$ cat src/rtl/led_pkg.sv
// ============================================================================
// Module  : led_pkg
// Brief   : Shared types and default widths for the LED blink array.
// Revision: 1.0 - initial release
// ============================================================================
`default_nettype none

package led_pkg;

    typedef enum logic [1:0] {
        LED_OFF   = 2'b00,
        LED_ON    = 2'b01,
        LED_BLINK = 2'b10,
        LED_BURST = 2'b11
    } led_mode_t;

    typedef enum logic {
        BURST_IDLE = 1'b0,
        BURST_RUN  = 1'b1
    } burst_state_t;

    localparam int c_hp_w_default = 8;
    localparam int c_bl_w_default = 8;

endpackage

`default_nettype wire

$ cat src/rtl/led_blink_chan.sv
// ============================================================================
// Module  : led_blink_chan
// Brief   : One LED channel: tick counter, burst FSM, led/busy/done registers.
//           LED_ACTIVE_LOW_EN inverts the led pin (busy/done unaffected).
// Revision: 1.0 - initial release
// ============================================================================
`default_nettype none

module led_blink_chan
    import led_pkg::*;
#(
    parameter int HP_W = c_hp_w_default,
    parameter int BL_W = c_bl_w_default
) (
    input  logic            clk,
    input  logic            rst,
    input  logic            tick,
    input  led_mode_t       mode,
    input  logic [HP_W-1:0] half_per,
    input  logic [BL_W-1:0] burst_len,
    input  logic            start,
    output logic            led,
    output logic            busy,
    output logic            done
);

    led_mode_t    r_mode;
    burst_state_t r_state;
    logic [HP_W-1:0] r_cnt;
    logic [BL_W-1:0] r_pulses;
    logic         r_led;
    logic         r_busy;
    logic         r_done;

    burst_state_t w_state;
    logic [HP_W-1:0] w_cnt;
    logic [BL_W-1:0] w_pulses;
    logic         w_led;
    logic         w_busy;
    logic         w_done;
    logic [HP_W-1:0] w_eff;
    logic         w_wrap;

    // A zero half-period behaves as one; >= lets a shrunken period wrap at once.
    assign w_eff  = (half_per == '0) ? HP_W'(1) : half_per;
    assign w_wrap = (r_cnt >= (w_eff - HP_W'(1)));

    always_ff @(posedge clk or negedge rst) begin
        if (!rst) begin
            r_mode   <= LED_OFF;
            r_state  <= BURST_IDLE;
            r_cnt    <= '0;
            r_pulses <= '0;
            r_led    <= 1'b0;
            r_busy   <= 1'b0;
            r_done   <= 1'b0;
        end else begin
            r_mode   <= mode;
            r_state  <= w_state;
            r_cnt    <= w_cnt;
            r_pulses <= w_pulses;
            r_led    <= w_led;
            r_busy   <= w_busy;
            r_done   <= w_done;
        end
    end

    always_comb begin
        w_state  = r_state;
        w_cnt    = r_cnt;
        w_pulses = r_pulses;
        w_led    = r_led;
        w_busy   = r_busy;
        w_done   = 1'b0;
        if (mode != r_mode) begin
            // Mode change edge: restart cleanly, aborting any burst without done.
            w_state  = BURST_IDLE;
            w_cnt    = '0;
            w_pulses = '0;
            w_led    = (mode == LED_ON);
            w_busy   = 1'b0;
        end else begin
            case (mode)
                LED_OFF, LED_ON: begin
                    w_state = BURST_IDLE;
                    w_cnt   = '0;
                    w_led   = (mode == LED_ON);
                    w_busy  = 1'b0;
                end
                LED_BLINK: begin
                    if (tick) begin
                        if (w_wrap) begin
                            w_led = ~r_led;
                            w_cnt = '0;
                        end else begin
                            w_cnt = r_cnt + HP_W'(1);
                        end
                    end
                end
                LED_BURST: begin
                    case (r_state)
                        BURST_IDLE: begin
                            w_led  = 1'b0;
                            w_busy = 1'b0;
                            w_cnt  = '0;
                            if (start) begin
                                if (burst_len != '0) begin
                                    w_state  = BURST_RUN;
                                    w_led    = 1'b1;
                                    w_busy   = 1'b1;
                                    w_pulses = burst_len;
                                end else begin
                                    w_done = 1'b1;
                                end
                            end
                        end
                        BURST_RUN: begin
                            if (tick) begin
                                if (w_wrap) begin
                                    w_cnt = '0;
                                    if (r_led) begin
                                        w_led    = 1'b0;
                                        w_pulses = r_pulses - BL_W'(1);
                                        if (r_pulses == BL_W'(1)) begin
                                            w_state = BURST_IDLE;
                                            w_busy  = 1'b0;
                                            w_done  = 1'b1;
                                        end
                                    end else begin
                                        w_led = 1'b1;
                                    end
                                end else begin
                                    w_cnt = r_cnt + HP_W'(1);
                                end
                            end
                        end
                        default: w_state = BURST_IDLE;
                    endcase
                end
                default: w_state = BURST_IDLE;
            endcase
        end
    end

    always_comb begin
`ifdef LED_ACTIVE_LOW_EN
        led  = ~r_led;
`else
        led  = r_led;
`endif
        busy = r_busy;
        done = r_done;
    end

endmodule

`default_nettype wire

$ cat src/rtl/led_blink_array.sv
// ============================================================================
// Module  : led_blink_array
// Brief   : NUM_LEDS independent blink/burst channels sharing one tick enable.
//           LED_ACTIVE_LOW_EN (in led_blink_chan) makes the led pins active-low.
// Revision: 1.0 - initial release
// ============================================================================
`default_nettype none

module led_blink_array
    import led_pkg::*;
#(
    parameter int NUM_LEDS = 4,
    parameter int HP_W     = c_hp_w_default,
    parameter int BL_W     = c_bl_w_default
) (
    input  logic                     clk,
    input  logic                     rst,
    input  logic                     tick,
    input  logic [2*NUM_LEDS-1:0]    mode,
    input  logic [HP_W*NUM_LEDS-1:0] half_per,
    input  logic [BL_W*NUM_LEDS-1:0] burst_len,
    input  logic [NUM_LEDS-1:0]      start,
    output logic [NUM_LEDS-1:0]      led,
    output logic [NUM_LEDS-1:0]      busy,
    output logic [NUM_LEDS-1:0]      done
);

    generate
        for (genvar i = 0; i < NUM_LEDS; i++) begin : g_chan
            led_blink_chan #(
                .HP_W (HP_W),
                .BL_W (BL_W)
            ) u_chan (
                .clk       (clk),
                .rst       (rst),
                .tick      (tick),
                .mode      (led_mode_t'(mode[2*i +: 2])),
                .half_per  (half_per[HP_W*i +: HP_W]),
                .burst_len (burst_len[BL_W*i +: BL_W]),
                .start     (start[i]),
                .led       (led[i]),
                .busy      (busy[i]),
                .done      (done[i])
            );
        end
    endgenerate

endmodule

`default_nettype wire
$ cat config.mk
export PLATFORM = sky130hd
export DESIGN_NAME = led_blink_array
export DESIGN_NICKNAME = d
export VERILOG_FILES = /design/src/rtl/led_pkg.sv /design/src/rtl/led_blink_chan.sv /design/src/rtl/led_blink_array.sv
export SDC_FILE = /design/constraint.sdc
export NUM_CORES = 1
export LEC_CHECK = 0
export ABC_AREA = 1
export BUFFER_PORTS_ARGS = -buffer_cell sky130_fd_sc_hd__buf_2
export CORE_MARGIN = 10
export CORE_UTILIZATION = 60
export DETAILED_ROUTE_END_ITERATION = 12
export GPL_TIMING_DRIVEN = 0
export PLACE_DENSITY = 0.94
export SETUP_SLACK_MARGIN = 0.3
export SLEW_MARGIN = 20
export SYNTH_ARGS = -nofsm -noshare
export SYNTH_HDL_FRONTEND = slang
export SYNTH_SLANG_ARGS = --single-unit
export TNS_END_PERCENT = 5
$ cat constraint.sdc
create_clock -name clk -period 4.3 [get_ports clk]
set_input_delay 0.645 -clock clk [delete_from_list [all_inputs] [get_ports clk]]
set_output_delay 0.645 -clock clk [all_outputs]
set_load 0.01 [all_outputs]
## After elaboration in Yosys (flattened, before gate mapping)

Index checks and enable logic that the tools add are counted.

- Register bits: 88
- Latch bits: 0
- RAM bits: 0
- Bits in read-only memories: 0
- Input bits: 79
- Word-level logic and storage cells: 340
- Memories kept: 0

- $add $sub $neg: 12
- Multiply operators: 0
- Div/mod/pow operators: 0
- Order comparisons: 4
- Equal/unequal tests: 64
- Shifts and indexed selects: 0
- Muxes and demuxes: 188
- Bitwise logic cells: 8
- Reductions and logical operators: 36

Operator list:

| cell | count |
|---|---|
| 8-bit two-way mux | 44 |
| 8-bit case mux with 2 select lines | 8 |
| 1-bit two-way mux | 104 |
| 8-bit case mux with 3 select lines | 4 |
| 4-bit != test (second input constant) | 16 |
| 8-bit by 1-bit subtractor with 8-bit output (second input constant) | 8 |
| 1-bit case mux with 2 select lines | 24 |
| 3-bit != test (second input constant) | 12 |
| 8-bit by 1-bit adder with 8-bit output (second input constant) | 4 |
| 8-bit by 1-bit equality test with 1-bit output (second input constant) | 4 |
| 8-bit greater-or-equal comparator | 4 |
| 8-bit zero test | 4 |
| 8-bit nonzero test | 4 |
| 3-bit by 1-bit != test with 1-bit output (second input constant) | 8 |
| 3-bit by 2-bit != test with 1-bit output (second input constant) | 8 |
| 6-bit AND reduction | 4 |
| 5-bit AND reduction | 4 |
| 2-bit equality test (second input constant) | 8 |
| 4-bit AND reduction | 4 |
| 1-bit case mux with 3 select lines | 4 |
| 3-bit nonzero test | 4 |
| 2-bit by 1-bit equality test with 1-bit output (second input constant) | 4 |
| 2-bit zero test | 4 |
| 2-bit != test | 4 |
| other kinds (3) | 16 |

## Depth between registers and ports, before layout

Gate-level depths: netlist of the first run.

- Depth in word-level cells: 9
- Depth in mapped cells: 21
- Gate-level depth less buffers: 21

## Cells and area by module

From an unflattened synthesis of the first run, not the netlist that was laid out.

- Cell total of the unflattened synthesis: 962
- Area total of the unflattened synthesis: 6800.3 um^2

Modules (own cells, without submodules):

| module | times used | cells an instance | area each (um^2) | seq. area each (um^2) |
|---|---|---|---|---|
| led_blink_chan at g_chan[1].u_chan ... | 2 | 240 | 1686.6 | 550.5 |
| led_blink_chan at g_chan[0].u_chan | 1 | 242 | 1720.4 | 550.5 |
| led_blink_chan at g_chan[3].u_chan | 1 | 240 | 1706.6 | 550.5 |

## Least setup slack after synthesis of the first run

Ideal clock, no wire load.

- Path kind: input -> register
- Start: input port half_per[15]
- End: register g_chan[1].u_chan.r_pulses[7]
- Setup time: 119 ps
- Data arrival time: 2795 ps
- Data required time: 4181 ps
- Slack: 1387 ps
- Stages on the path: 17
- Buffers on the path: 0
- Path through: or2_2 o21bai_1 inv_1 ha_1 nand2_1 nor3_1 xor2_1 inv_1 ha_1 nand2_1 o21a_1 nand2_1 nand2_1 nand2_1 nand2_1 nand3_1 nand2_1

- Longest elaborated chain between the ends: 6

RTL lines:

| what | line | RTL |
|---|---|---|
| start, declared | led_blink_array.sv:20 | `input logic [HP_W*NUM_LEDS-1:0] half_per,` |
| 8-bit zero test | led_blink_chan.sv:45 | `assign w_eff = (half_per == '0) ? HP_W'(1) : half_per;` |
| 8-bit two-way mux * | led_blink_chan.sv:45 |  |
| 8-bit by 1-bit subtractor with 8-bit output * | led_blink_chan.sv:46 | `assign w_wrap = (r_cnt >= (w_eff - HP_W'(1)));` |
| 8-bit greater-or-equal comparator * | led_blink_chan.sv:46 |  |
| 3-bit != test (no source line) * | n/a |  |
| 6-bit AND reduction (no source line) * | n/a |  |
| end signal, assigned | led_blink_chan.sv:61 | `r_pulses <= w_pulses;` |
| end, declared | led_blink_chan.sv:30 | `logic [BL_W-1:0] r_pulses;` |

Mark *: on every way between the ends. The rest lies on a longest branch, timed or not.
A chain may end at the register's enable or synchronous reset.

## Worst setup path after layout of the first run

- Start: input port half_per[9]
- End: register g_chan[1].u_chan.r_pulses[1]

Same word-level chain as after synthesis.

==> summary.md, run 1 <==
| Metric | Value |
|---|---|
| Synth Warn # | 0 |
| Via count | just under 7,000 |
| Rows | 38 |
| Buffers & Inverters on Critical Path | 4 |
| Commonest non-fill, non-tap cell in the layout | nand2_1 |
| Worst slew pin tran | 0.591 ns |
| Reg clk slew, reported paths | ~0.060 ns |
| Initial antenna violation count | 0 |
| Register area share after synthesis | 32.2% |
| Share of cells above drive strength 1 | ~13% |
| Final Max Tran Viols | 0 |
| GRT Overall Usage | 20.4% |
| CP delay by family, top | simple AND/OR/NAND/NOR gates |
| Initial drt markers | 510 |
| Clk root buf | clkbuf_16 |
| CTS tree | built |
| Die height | 127 µm |
| Top Ports | 91 |
| RSZ-0062 raised after global routing | no |
| Final setup fails | 0 |
| Skew-Pair Late Insertion Delay | 0.35 ns |
| Max Freq | around 320 MHz |
| Detailed placement HPWL | around 13,000 µm |
| DRT Wirelength | 16,800 µm |
| Mapped Cells | 1,001 |
| Cell variety after synth | 36 |
| Congestion Overflow GR | 0 |
| Cts repair resizes | 0 |
| Worst path cell trace | buf_2 -> nor2_1 -> inv_1 -> nor2_1 -> nand2_1 -> o21bai_1 -> inv_1 -> ha_1 -> nand2_1 -> nor3_1 -> xor2_1 -> inv_1 -> ha_1 -> nand2_1 -> o21a_1 -> nand2_1 -> nand2_1 -> nand2_1 -> nand2_1 -> nand3_1 -> nand2_1 |
| Final net count | roughly 1,200 |
| Post-synth top area share | 32.2% |
| Peak supply drop | 0.000207 V |
| Yosys top cell by area | dfrtp_1 |
| Register Area | 2200 µm² |
| CP max stage cell | ha_1 |
| Syn avg cell area | roughly 6.8 µm² |
| CTS H-tree depth | 3 |
| Placer Congestion | slightly above 0.9 |
| Highest-count cells in the layout ignoring fill and taps | nand2_1 (267), inv_1 (130), nor2_1 (117), nand3_1 (104), buf_2 (90) |
| Placeable core area | 11,000 µm² |
| DRC | 0 |
| Synth area leaders | dfrtp_1 (32%), nand2_1 (15%), ha_1 (8.8%), nand3_1 (7.6%), inv_1 (7.1%) |
| CP Class | input pin to register |
| Detail Route Antenna Nets | 0 |
| Pleak | 4.24 nW |
| Period utilization | 73.6% |
| HP Class | input pin to async pin |
| CTS max path bufs | 2 |
| Prevailing post-synth register cell | dfrtp_1 |
| Die Wd | 127 µm |
| Final Hold Viols | 0 |
| Hold-fix buffers, CTS | 0 |
| WL/cell | ~13 µm |
| # fillers | 909 |
| Largest net degree at the start of global routing | 46 |
| #FFs+latches synth | ~90 |
| Slew Limit Headroom | 60.6% |
| Crit path capture type | register |
| Port-buffer cells | 90 |
| Worst endpoint required time | 4.54 ns |
| Layout area overhead | 14.1% |
| WP data arrival | approximately 3.4 ns |
| Max-cap violation count | 0 |
| Setup Skew | 0.00782 ns |
| Number of global-route vias before repair | around 6,400 |
| Critical Path Most Common Cell | nand2_1 |
| Hold_ws | 0.300 ns |
| Vias/cell | 5.50 |
| # Post-CTS Setup Buffers | 0 |
| Worst path max stage delay | 0.27 ns |
| Status | complete, no violations |
| Initial DRT Pass Iterations | 6 |
| Synthesized net count | 1,128 |
| Clock buffer count from CTS | 9 |
| CP Max Fanout | 9 |
| First-pass GRT wire length | about 28,000 µm |
| Ys async rst share | 100% |
| Die area | 16,100 µm² |
| Crit path launch type | input pin |
| Final min period | 3.16 ns |
| Clock sink total | around 90 |
| Multi-input logic area | 3990 µm² |
| Post-synth EDFFs | 0 |
| Power Dens Cells | 272 nW/µm² |
| Initial core utilization | 62.1% |
| Mapped cell area | 6850 µm² |
| Setup tns final | 0 ns |
## flip-flops by register name, summed over array words and instances, names as in the netlist
register,cells
g_chan.u_chan.busy,4
g_chan.u_chan.r_pulses,32
g_chan.u_chan.led,4
g_chan.u_chan.r_mode,8
g_chan.u_chan.r_cnt,32
g_chan.u_chan.done,4
g_chan.u_chan.r_state,4
## worst register-to-register path, cell delays in order (launching register included)
cell and delay [ns]:
dfrtp_1 0.43, ha_1 0.31, nand2_1 0.07, nor2_1 0.10
nor2_1 0.05, nand2_1 0.05, nand2_1 0.04, nand2_1 0.14
nand2_1 0.07, nand2_1 0.24, nand2_1 0.27, nand3_1 0.13
nand2_1 0.06
## path summary, 6_finish.rpt
check | endpoint | start | cells after the start | slack [ns]
max | g_chan[1].u_chan.r_pulses[1]$_DFFE_PN0P_ | half_per[9] | 21 | 1.14
min | g_chan[3].u_chan.r_cnt[7]$_DFF_PN0_ | rst | 1 | 0.30
max reg2reg | g_chan[1].u_chan.r_pulses[1]$_DFFE_PN0P_ | g_chan[1].u_chan.r_cnt[3]$_DFF_PN0_ | 12 | 2.23
min reg2reg | g_chan[0].u_chan.r_pulses[1]$_DFFE_PN0P_ | g_chan[0].u_chan.r_pulses[1]$_DFFE_PN0P_ | 2 | 0.48
max in group asynchronous | g_chan[3].u_chan.r_pulses[1]$_DFFE_PN0P_ | rst | 2 | 3.37
min in group clk | g_chan[1].u_chan.r_mode[1]$_DFF_PN0_ | mode[3] | 1 | 0.46
## metal layers
layer | global-route usage, % | wire (µm) | vias to the layer above
met5 | 0 | 0 | -
met4 | 6.50 | 343 | 0
met3 | 4.33 | 1140 | 30
met2 | 34.9 | 8210 | 247
met1 | 25.0 | 7150 | 3163
li1 | - | - | 3430
## area by class of cell
class / count / share of cell area (%)
Clock inverter: 5 / 0.704
Clock buffer: 11 / 3.23
Sequential cell: 88 / 28.2
Tap cell: 140 / 2.24
Inverter: 133 / 6.42
Buffer: 25 / 2.02
Antenna cell: 1 / 0.0320
Timing Repair Buffer: 91 / 6.15
Multi-Input combinational cell: 755 / 51.0
## through the flow
step	std cells	total power, W	cell area, µm²	util (%)	worst slack [ns]
after CTS	1248	0.00214	7810	70.8	1.17
after global placement	1231	0.00130	7470	67.8	0.894
after floorplan	1001	0.00117	6850	-	1.39
after detailed placement	1232	0.00132	7500	68.0	0.821
final	1249	0.00213	7820	70.8	1.14
after global routing	1248	0.00223	7810	70.8	0.907
## cell families (layout without fill, tap and decap cells)
family	after synthesis	count (layout)	share of synthesized area (%)
DFF	88	88	32.2
other	0	1	0
AOI/OAI and AO/OA	91	91	7.73
and+or+nand+nor	570	570	35.8
adders and majority gates	48	48	8.77
buffers and inverters	158	265	9.63
xor gates and xnor gates	46	46	5.88
## Yosys cell counts (2+ instances only)
| master | number |
|---|---|
| nor3_1 | 33 |
| a211oi_1 | 4 |
| inv_1 | 130 |
| o31ai_1 | 4 |
| o21bai_1 | 2 |
| o21ai_0 | 37 |
| clkinv_1 | 2 |
| a21oi_1 | 33 |
| nor2_1 | 117 |
| o21a_1 | 3 |
| ha_1 | 48 |
| nand3_1 | 104 |
| nand4_1 | 29 |
| a21oi_2 | 2 |
| xor2_1 | 23 |
| nand2_2 | 4 |
| nand3b_1 | 3 |
| nand2_1 | 267 |
| a21boi_0 | 3 |
| nand2_4 | 2 |
| buf_4 | 14 |
| xnor2_1 | 23 |
| or2_2 | 4 |
| dfrtp_1 | 88 |
| nor3b_1 | 2 |
| nor2_2 | 2 |
| clkbuf_1 | 9 |
## report_power, final
part / total [W] / switching, W / internal, W
clock network: 0.000815 / 0.000335 / 0.000480
registers: 0.000885 / 0.0000286 / 0.000857
logic: 0.000428 / 0.000270 / 0.000158
total: 0.00213 / 0.000634 / 0.00149
Power figures use the tool's default switching activity.
==> run 2: changes to the inputs <==
Settings changed: CORE_UTILIZATION 60 to 53, PLACE_DENSITY 0.94 to 0.88.
Clock period 4.3 ns to 2.88 ns, I/O delays scaled along.
==> summary.md, run 2 (synthesized netlist as in run 1, its figures left out) <==
| Metric | Value |
|---|---|
| Status | complete, no violations |
| Initial DRT Pass Iterations | 5 (-1) |
| Switch Pwr | 0.000974 W (+54%) |
| Placed Area | 7550 µm² (+0.67%) |
| Slew Limit Headroom | 60.9% (+0.33 points) |
| Multi-input logic area | 4330 µm² (+8.5%) |
| Setup tns final | 0 ns (unchanged) |
| Clock Power Share | 37.3% (-1.0 points) |
| Biggest regs | g_chan.u_chan.r_cnt (32), g_chan.u_chan.r_pulses (32), g_chan.u_chan.r_mode (8) |
| CTS max path bufs | 2 (unchanged) |
| Die area | 17,900 µm² (+11%) |
| Flop pwr share | 41.3% (-0.3 points) |
| WL/cell | 13.0 µm (-3.2%) |
| Die Wd | 134 µm (+5.4%) |
| WP data arrival | 2.79 ns (-0.61 ns) |
| Peak supply drop | 0.000272 V (+31%) |
| Vias/cell | 5.22 (-5.1%) |
| Final Max Tran Viols | 0 (unchanged) |
| Worst slew pin tran | 0.586 ns (-0.00492 ns) |
| CTS H-tree depth | 3 (unchanged) |
| Initial drt markers | 626 (+23%) |
| Final min period | 2.49 ns |
| Internal power | 0.00223 W (+49%) |
| Initial antenna violation count | 1 (+1) |
| Final setup fails | 0 (unchanged) |
| Largest net degree at the start of global routing | 58 (+26%) |
| DRC | 0 (unchanged) |
| Commonest non-fill, non-tap cell in the layout | nand2_1 |
| Number of global-route vias before repair | 6,456 (+0.53%) |
| Final net count | 1,243 (+1.1%) |
| Sw frac | 30.4% (+0.60 points) |
| Layout area overhead | 21.3% |
| Worst endpoint required time | 3.17 ns (-1.37 ns) |
| Placeable core area | 12,600 µm² (+14%) |
| Worst path max stage delay | 0.28 ns (about the same) |
| Congestion Overflow GR | 0 (unchanged) |
| Max Freq | 401 MHz |
| Port-buffer cells | 90 (unchanged) |
| Final Hold Viols | 0 (unchanged) |
| Crit path launch type | input pin |
| GRT Overall Usage | 18.1% (-2.3 points) |
| RSZ-0062 raised after global routing | yes |
| Placer Congestion | 0.874 (-5.3%) |
| Top Ports | 91 (unchanged) |
| Critical Path Most Common Cell | nand2_1 |
| Max-cap violation count | 0 (unchanged) |
| Register Area | 2200 µm² (unchanged) |
| # fillers | 1,087 (+20%) |
| CP Max Fanout | 8 (-1) |
| Post-route cell area | 8310 µm² (+6.3%) |
| CTS tree | built |
| Share of cells above drive strength 1 | 18.9% (+6.1 points) |
| Rows | 41 (+7.9%) |
| Clock sink total | 88 (unchanged) |
| CP Class | input pin to register |
| Detailed placement HPWL | 12,500 µm (-2.2%) |
| Pleak | 4.38 nW (+3.3%) |
| Power Dens Cells | 386 nW/µm² (+42%) |
| Crit path capture type | register |
| Clock buffer count from CTS | 9 (unchanged) |
| Comb power frac | 21.4% (+1.3 points) |
| First-pass GRT wire length | 27,800 µm (-1.9%) |
| Clk root buf | clkbuf_16 |
| Detail Route Antenna Nets | 0 (unchanged) |
| Via count | 6,753 (-1.7%) |
| Initial core utilization | 54.3% (-7.8 points) |
| CP max stage cell | ha_1 |
| Die height | 134 µm (+5.4%) |
| Reg clk slew, reported paths | 0.06 ns (about the same) |
| Highest-count cells in the layout ignoring fill and taps | nand2_1 (243), inv_1 (124), nor2_1 (115), nand3_1 (92), dfrtp_1 (88) |
| DRT Wirelength | 16,900 µm (+0.28%) |
| Period utilization | just under 90% |
| Skew-Pair Late Insertion Delay | 0.35 ns (about the same) |
| HP Class | input pin to async pin |
| Hold_ws | 0.0169 ns (-0.283 ns) |
| Worst path cell trace | buf_6 -> inv_6 -> nand2_4 -> nor3_4 -> nand2_1 -> nand2_2 -> inv_4 -> ha_4 -> nand3_4 -> nor3_4 -> xnor2_1 -> ha_1 -> nand2_1 -> nor2_1 -> nor3_1 -> nand2_1 -> nand2_2 -> nand2_4 -> nand2_8 -> nand2_2 -> nand2_1 |
| Setup Skew | 0.00389 ns (-0.00393 ns) |
## run 2: cell types whose count changed in the layout (fill, tap and decap cells not counted), moves of 5 or more
cell     delta
ha_1        -5
nand3_2     +8
inv_1       -6
nor3_1      -7
buf_4      +11
nand2_1    -24
nand2_2    +15
nand2_4     +8
nand3_1    -12
## run 2: stage by stage
| step | setup WS (ns) | cells | util, % | total power, W |
|---|---|---|---|---|
| after detailed placement | -0.170 | 1264 | 59.9 | 0.00197 |
| after global routing | 0.179 | 1293 | 65.8 | 0.00337 |
| after CTS | 0.255 | 1280 | 62.5 | 0.00317 |
| after floorplan | 0.290 | 1001 | - | 0.00175 |
| after global placement | -0.114 | 1263 | 59.6 | 0.00194 |
| final | 0.385 | 1294 | 65.8 | 0.00321 |
## run 2: critical path: cells and delay by family
kind	cells	cell delay, ns
XOR/XNOR	1	0.12
adder cells (fa/ha/maj)	2	0.45
buffers and inverters	3	0.21
AND/OR/NAND/NOR	15	1.55
## run 2: layout make-up
type	count	area share, %
sequential	88	26.5
inverter	133	6.16
clock inverter	5	0.678
tap	172	2.59
antenna	1	0.0301
multi-input combinational	756	52.1
buffer	25	1.90
clock buffer	11	2.92
timing repair buffer	103	7.14
## run 2: what timing repair did
action | in CTS | in global routing
resized for setup | 6 | 80
hold buffers | 0 | 0
setup endpoints to repair | 25 | 79
setup buffers | 0 | 12
gates cloned | 0 | 1
pin swaps | 1 | 42
## run 2: path summary, 6_finish.rpt
path	from	endpoint	slack, ns	depth (start not counted)
worst max-delay path	half_per[2]	g_chan[0].u_chan.r_pulses[5]$_DFFE_PN0P_	0.39	21
worst min-delay path	rst	g_chan[3].u_chan.r_pulses[0]$_DFFE_PN0P_	0.02	1
worst max register to register	g_chan[0].u_chan.r_cnt[5]$_DFF_PN0_	g_chan[0].u_chan.r_pulses[5]$_DFFE_PN0P_	1.03	10
worst min register to register	g_chan[1].u_chan.busy$_DFFE_PN0P_	g_chan[1].u_chan.busy$_DFFE_PN0P_	0.48	2
max in group asynchronous	rst	g_chan[0].u_chan.r_pulses[1]$_DFFE_PN0P_	2.25	2
min in group clk	mode[7]	g_chan[3].u_chan.r_mode[1]$_DFF_PN0_	0.24	1
## run 2: routing by layer
| metal | up-vias | part of all wire (%) | track usage (%) |
|---|---|---|---|
| li1 | 3458 | - | - |
| met1 | 3115 | 44 | 22.2 |
| met2 | 159 | 49 | 30.8 |
| met3 | 21 | 4.7 | 3.05 |
| met4 | 0 | 1.8 | 7.19 |
| met5 | - | 0 | 0 |
## run 2: power groups by stage
| stage | Clock, W | Combinational (W) | Sequential, W |
|---|---|---|---|
| after detailed placement | 0 | 0.000627 | 0.00134 |
| after global routing | 0.00126 | 0.000781 | 0.00133 |
| final | 0.00120 | 0.000686 | 0.00132 |
| after global placement | 0 | 0.000603 | 0.00134 |
| after floorplan | 0 | 0.000422 | 0.00133 |
| after CTS | 0.00122 | 0.000634 | 0.00132 |
